--- src/rtl/motor_link.sv ---
// motor_link -- multi-channel H-bridge driver with shared PWM and dead time.
//
// Every channel has its own command path: a pending direction/duty pair and an
// active pair that drives the bridge. All channels share one free-running PWM
// counter that counts 0 .. 2^PWM_W-2, so a channel's period is 2^PWM_W-1
// clocks. A channel changes direction directly out of COAST. Any other change
// of direction first holds both bridge inputs low for exactly DEAD_CYCLES
// clocks.
//
// Ports:
//   clk        system clock; all logic runs on the rising edge
//   rst_n      asynchronous active-low reset
//   cmd_valid  [NCH]        per-channel command strobe (one-cycle pulse)
//   cmd_dir    [2*NCH]      per-channel direction: 00 COAST, 01 FWD, 10 REV, 11 BRAKE
//   cmd_duty   [PWM_W*NCH]  per-channel duty
//   in1, in2   [NCH]        registered H-bridge inputs A/B
//   busy       [NCH]        registered: channel is in dead time
//   pwm_sync   registered one-cycle pulse that marks the first clock of each
//              output PWM period
//   dbg_state  [2*NCH]      per-channel FSM state (00 IDLE, 01 RUN, 10 DEAD)
//
// Command handshake: cmd_valid has no ready. The channel always accepts a strobe
// on the clock where it is sampled high. A later strobe overwrites the pending
// value, including during dead time.
module motor_link #(
    parameter int NCH         = 4,
    parameter int PWM_W       = 8,
    parameter int DEAD_CYCLES = 16
) (
    input  logic                 clk,
    input  logic                 rst_n,
    input  logic [NCH-1:0]       cmd_valid,
    input  logic [2*NCH-1:0]     cmd_dir,
    input  logic [PWM_W*NCH-1:0] cmd_duty,
    output logic [NCH-1:0]       in1,
    output logic [NCH-1:0]       in2,
    output logic [NCH-1:0]       busy,
    output logic                 pwm_sync,
    output logic [2*NCH-1:0]     dbg_state
);

    localparam logic [1:0] ST_IDLE = 2'd0;
    localparam logic [1:0] ST_RUN  = 2'd1;
    localparam logic [1:0] ST_DEAD = 2'd2;

    localparam logic [1:0] DIR_COAST = 2'b00;
    localparam logic [1:0] DIR_FWD   = 2'b01;
    localparam logic [1:0] DIR_REV   = 2'b10;
    localparam logic [1:0] DIR_BRAKE = 2'b11;

    localparam int              DW        = (DEAD_CYCLES > 1) ? $clog2(DEAD_CYCLES) : 1;
    localparam logic [DW-1:0]   DEAD_INIT = DW'(DEAD_CYCLES - 1);
    localparam logic [PWM_W-1:0] CNT_MAX  = PWM_W'((1 << PWM_W) - 2);

    logic [PWM_W-1:0] cnt_q, cnt_d;
    logic             cnt_wrap;
    logic             sync_q, sync_d;
    logic [NCH-1:0]   in1_q, in1_d;
    logic [NCH-1:0]   in2_q, in2_d;
    logic [NCH-1:0]   busy_q, busy_d;
    logic [NCH-1:0]   pwm;

    logic [1:0]       state_q     [NCH];
    logic [1:0]       state_d     [NCH];
    logic [1:0]       dir_act_q   [NCH];
    logic [1:0]       dir_act_d   [NCH];
    logic [1:0]       dir_pend_q  [NCH];
    logic [1:0]       dir_pend_d  [NCH];
    logic [PWM_W-1:0] duty_act_q  [NCH];
    logic [PWM_W-1:0] duty_act_d  [NCH];
    logic [PWM_W-1:0] duty_pend_q [NCH];
    logic [PWM_W-1:0] duty_pend_d [NCH];
    logic [DW-1:0]    dead_q      [NCH];
    logic [DW-1:0]    dead_d      [NCH];

    // Shared counter. pwm_sync is registered so it lines up with the registered
    // bridge outputs. It is high on the clock whose outputs were computed from
    // cnt==0.
    always_comb begin
        cnt_wrap = (cnt_q == CNT_MAX);
        cnt_d    = cnt_wrap ? '0 : cnt_q + 1'b1;
        sync_d   = (cnt_q == '0);
    end

    always_comb begin
        for (int i = 0; i < NCH; i++) begin
            state_d[i]     = state_q[i];
            dir_act_d[i]   = dir_act_q[i];
            dir_pend_d[i]  = dir_pend_q[i];
            duty_act_d[i]  = duty_act_q[i];
            duty_pend_d[i] = duty_pend_q[i];
            dead_d[i]      = dead_q[i];
            in1_d[i]       = 1'b0;
            in2_d[i]       = 1'b0;
            busy_d[i]      = (state_q[i] == ST_DEAD);
            pwm[i]         = (cnt_q < duty_act_q[i]);

            if (cmd_valid[i]) begin
                dir_pend_d[i]  = cmd_dir[2*i +: 2];
                duty_pend_d[i] = cmd_duty[PWM_W*i +: PWM_W];
            end

            case (state_q[i])
                ST_IDLE: begin
                    // Leaving COAST needs no dead time. Direction and duty
                    // take effect at once.
                    if (dir_pend_q[i] != dir_act_q[i]) begin
                        dir_act_d[i]  = dir_pend_q[i];
                        duty_act_d[i] = duty_pend_q[i];
                        state_d[i]    = (dir_pend_q[i] == DIR_COAST) ? ST_IDLE : ST_RUN;
                    end else if (cnt_wrap) begin
                        duty_act_d[i] = duty_pend_q[i];
                    end
                end
                ST_RUN: begin
                    if (dir_pend_q[i] != dir_act_q[i]) begin
                        state_d[i] = ST_DEAD;
                        dead_d[i]  = DEAD_INIT;
                    end else if (cnt_wrap) begin
                        // Update the duty on the edge where the counter returns
                        // to 0. Every output period then uses one duty value.
                        duty_act_d[i] = duty_pend_q[i];
                    end
                    case (dir_act_q[i])
                        DIR_FWD:   in1_d[i] = pwm[i];
                        DIR_REV:   in2_d[i] = pwm[i];
                        DIR_BRAKE: begin
                            in1_d[i] = 1'b1;
                            in2_d[i] = 1'b1;
                        end
                        default: ;
                    endcase
                end
                ST_DEAD: begin
                    // The timer never restarts. On expiry the channel takes
                    // whatever value is pending at that moment.
                    if (dead_q[i] == '0) begin
                        dir_act_d[i]  = dir_pend_q[i];
                        duty_act_d[i] = duty_pend_q[i];
                        state_d[i]    = (dir_pend_q[i] == DIR_COAST) ? ST_IDLE : ST_RUN;
                    end else begin
                        dead_d[i] = dead_q[i] - 1'b1;
                    end
                end
                default: state_d[i] = ST_IDLE;
            endcase
        end
    end

    always_ff @(posedge clk or negedge rst_n) begin
        if (!rst_n) begin
            cnt_q  <= '0;
            sync_q <= 1'b0;
            in1_q  <= '0;
            in2_q  <= '0;
            busy_q <= '0;
            for (int i = 0; i < NCH; i++) begin
                state_q[i]     <= ST_IDLE;
                dir_act_q[i]   <= DIR_COAST;
                dir_pend_q[i]  <= DIR_COAST;
                duty_act_q[i]  <= '0;
                duty_pend_q[i] <= '0;
                dead_q[i]      <= '0;
            end
        end else begin
            cnt_q  <= cnt_d;
            sync_q <= sync_d;
            in1_q  <= in1_d;
            in2_q  <= in2_d;
            busy_q <= busy_d;
            for (int i = 0; i < NCH; i++) begin
                state_q[i]     <= state_d[i];
                dir_act_q[i]   <= dir_act_d[i];
                dir_pend_q[i]  <= dir_pend_d[i];
                duty_act_q[i]  <= duty_act_d[i];
                duty_pend_q[i] <= duty_pend_d[i];
                dead_q[i]      <= dead_d[i];
            end
        end
    end

    for (genvar g = 0; g < NCH; g++) begin : g_dbg
        assign dbg_state[2*g +: 2] = state_q[g];
    end

    assign in1      = in1_q;
    assign in2      = in2_q;
    assign busy     = busy_q;
    assign pwm_sync = sync_q;

endmodule

--- config.mk ---
export PLATFORM = sky130hd
export DESIGN_NAME = motor_link
export DESIGN_NICKNAME = d
export VERILOG_FILES = /design/src/rtl/motor_link.sv
export SDC_FILE = /design/constraint.sdc
export NUM_CORES = 1
export LEC_CHECK = 0
export CORE_UTILIZATION = 50
export CTS_CLUSTER_DIAMETER = 200
export DETAILED_ROUTE_END_ITERATION = 12
export HOLD_SLACK_MARGIN = 0.08
export PLACE_DENSITY_LB_ADDON = 0.1
export SLEW_MARGIN = 25
export SYNTH_ARGS = -nofsm -noshare
export SYNTH_HDL_FRONTEND = slang
export SYNTH_SLANG_ARGS = --single-unit
--- constraint.sdc ---
create_clock -name clk -period 2.1 [get_ports clk]
set_input_delay 0.42 -clock clk [delete_from_list [all_inputs] [get_ports clk]]
set_output_delay 0.42 -clock clk [all_outputs]
set_load 0.05 [all_outputs]
==> impl_metrics.ini <==
[run_status]
status = complete, no violations

[timing]
rsz0062_at_grt = false
hold_viol_final = 0
fmax_mhz = 490
drv_slew = 0
slew-limit-headroom_pct = 59.7
period_minus_slack_ps = 2040
setup_viol = 0
tns_ps = 0
hold_ws_ps = 536
tightest_slew_ps = 598
period_share_pct = 97.2
skew_ps = 6.75

[worst_setup_path]
crit_fanout = 5
path_cells = clkdlybuf4s50_1
path_class = flip-flop to primary output
critPathTopFamily = buffers and inverters
crit_buf_inv = 1
crit_start = dbg_state[1]
worst_setup_path_start_kind = flip-flop
required_ps = 1680
crit_path_end_kind = primary output
r2r_end = duty_act_q[31]
worstPathArrival_ps = 1620
max_stage_delay_ps = 810
r2r_cells = 7
r2r_setup_slack_ps = 90
r2r_start = dbg_state[0]
critPathSlowestCell = clkdlybuf4s50_1

[synth]
ys_seq_area_share_pct = 41.9
synth-edff-count = 0
ys_types = 72
muxShareOfSynthArea_pct = 7.68
synth_top_family_by_area = compound AO/OA/AOI/OAI gates
netlist.area_leader.share_pct = 41.9
ys_seq_elements = 125
synthCells = 743
synth-xor-area-share_pct = 1.53
synthTopCellsByArea = dfrtp_1 42%, ha_1 8.6%, mux2_2 6.9%, a21oi_1 4.0%, inv_1 3.3%
syn_area_per_cell_um2 = 10.0
synth_flop_cell = dfrtp_1
synth_compound_area_share_pct = 22.8
synthSimpleGateAreaFrac_pct = 11.6
yosysWarningCount = 0
synthAdderAreaFrac_pct = 8.56
async_flop_share_pct = 100
yosysTopAreaCell = dfrtp_1
synth_area_um2 = 7460
synth_nets = 840

[global_routing]
grt_pass1_vias = 6043
antenna_found_initial = 0
gr-total-overflow = 0
grt_pass1_wl_um = 29600
grt_max_degree = 45
grtUsageTotal_pct = 24.7

[clocking]
htreeDepth = 4
numCtsBuffers = 17
cts.sink_count = 125
cts.clk_slew.worst_paths_ps = 60
cts_buffer_depth = 2
cts_tree = done
clock_latency_ps = 420
cts_root_buffer = clkbuf_16
postCtsSetupBuffers = 0

[detailed_routing]
viasPerCell = 5.97
drt-total-wl_um = 17900
routedWlPerCell_um = 17.4
antenna_left = 0
drcViolationCount = 0
drt_first_pass_iters = 5
drtIter0Drc = 452
num_vias = 6140

[power]
p_leak_nw = 4.10
vdd_ir_drop_max_v = 0.000655
power_per_cell_area_nw_per_um2 = 1590

[job]
maxCapViolCount = 0

[die]
rows = 44
start_util_pct = 51.3
die_height_um = 124
die_w_um = 124
ios = 67
die_area_um2 = 15400
coreArea_um2 = 14500

[final_layout]
areaGrowthSynthToFinish_pct = 23.2
final_common_cell = dfrtp_1
drive_above_1_share_pct = 19.9
layout_common_cells = 122 x dfrtp_1, 65 x inv_1, 60 x a21oi_1, 58 x clkdlybuf4s50_1, 51 x ha_1
nets = 929
antenna_cells = 0

[place]
post-dp-hpwl_um = 12500
portBuffers = 66
place_congestion = 0.806

[min_path]
hold_class = primary input to async pin
==> final cells by class <==
cell class                      count  area (µm²)
Fill cell                        1153        5340
Multi-Input combinational cell    515        3930
Sequential cell                   125        3130
Timing Repair Buffer              108        1020
Clock buffer                       19         443
Inverter                           65         244
Tap cell                          184         230
Clock inverter                     13         188
==> where the power goes <==
group	internal [mW]	leakage [nW]	switching, mW
logic	3.30	2.34	4.28
clock network	2.02	0.300	1.14
registers	3.23	1.46	0.623
total	8.55	4.10	6.04
==> flip-flops by register name, summed over array words and instances (netlist names) <==
register / flops
busy: 4
cnt_q: 8
dbg_state: 8
dead_q: 16
dir_act_q: 8
dir_pend_q: 8
duty_act_q: 32
duty_pend_q: 32
in1: 4
in2: 4
pwm_sync: 1
==> cells by family after synthesis <==
logic type | Yosys count
XOR/XNOR | 13
buffers and inverters | 103
AO/OA/AOI/OAI | 234
flip-flops | 125
adder cells (fa/ha/maj) | 51
multiplexers | 51
AND/OR/NAND/NOR | 166
==> worst max path at each step <==
stage / to / cells past startpoint / slack, ps
after floorplan: duty_act_q[4] / 6 / 30
after global placement: duty_act_q[29] / 7 / 150
after detailed placement: duty_act_q[30] / 7 / 70
after CTS: dbg_state[5] / 1 / 8
after global routing: dbg_state[1] / 1 / 3
final: dbg_state[1] / 1 / 60
==> cell usage after synthesis (4+ instances only) <==
library cell / n
ha_1: 51
a31oi_1: 7
mux2_2: 46
buf_2: 15
nand2b_1: 10
a21oi_1: 60
mux2i_1: 4
dfrtp_1: 125
xnor2_1: 6
o21ai_1: 4
nand4_1: 4
a221oi_1: 9
nand3_1: 30
xor2_1: 7
a211oi_1: 7
nand2_1: 39
nor4_1: 5
o21ai_0: 42
o32a_1: 7
buf_4: 6
clkbuf_1: 15
o221a_2: 20
a21o_1: 7
o22ai_1: 4
o31ai_1: 7
inv_1: 65
nor3_1: 24
o2111ai_2: 4
a221o_1: 6
nor2_1: 25
o211ai_1: 18
o21a_1: 7
==> per-layer routing <==
metal / vias up / wire length, µm / track usage (%) / part of all wire, %
met2: 155 / 8790 / 41.4 / 49
met5: - / 0 / 0 / 0
met1: 3013 / 8080 / 31.6 / 45
li1: 2944 / - / - / -
met4: 0 / 282 / 8.18 / 1.6
met3: 28 / 767 / 5.40 / 4.3
==> metrics by stage <==
stage	total power [mW]	utilization (%)	worst slack, ps	area, µm²	instances
6_report	14.6	63.2	58.5	9190	1029
5_1_grt	15.6	63.2	2.89	9190	1029
4_1_cts	14.5	62.9	7.77	9140	1029
3_5_place_dp	11.3	58.5	71.4	8500	996
3_3_place_gp	10.9	58.5	146	8500	996
2_1_floorplan	9.19	-	25.4	7470	743
==> timing repair <==
| item | 4_1_cts | 5_1_grt |
|---|---|---|
| hold buffers | 1 | 0 |
| endpoints found under the hold margin | 38 | 0 |
| resized for setup | 3 | 10 |
| setup endpoints to repair | 3 | 21 |
Power figures use the tool's default switching activity.
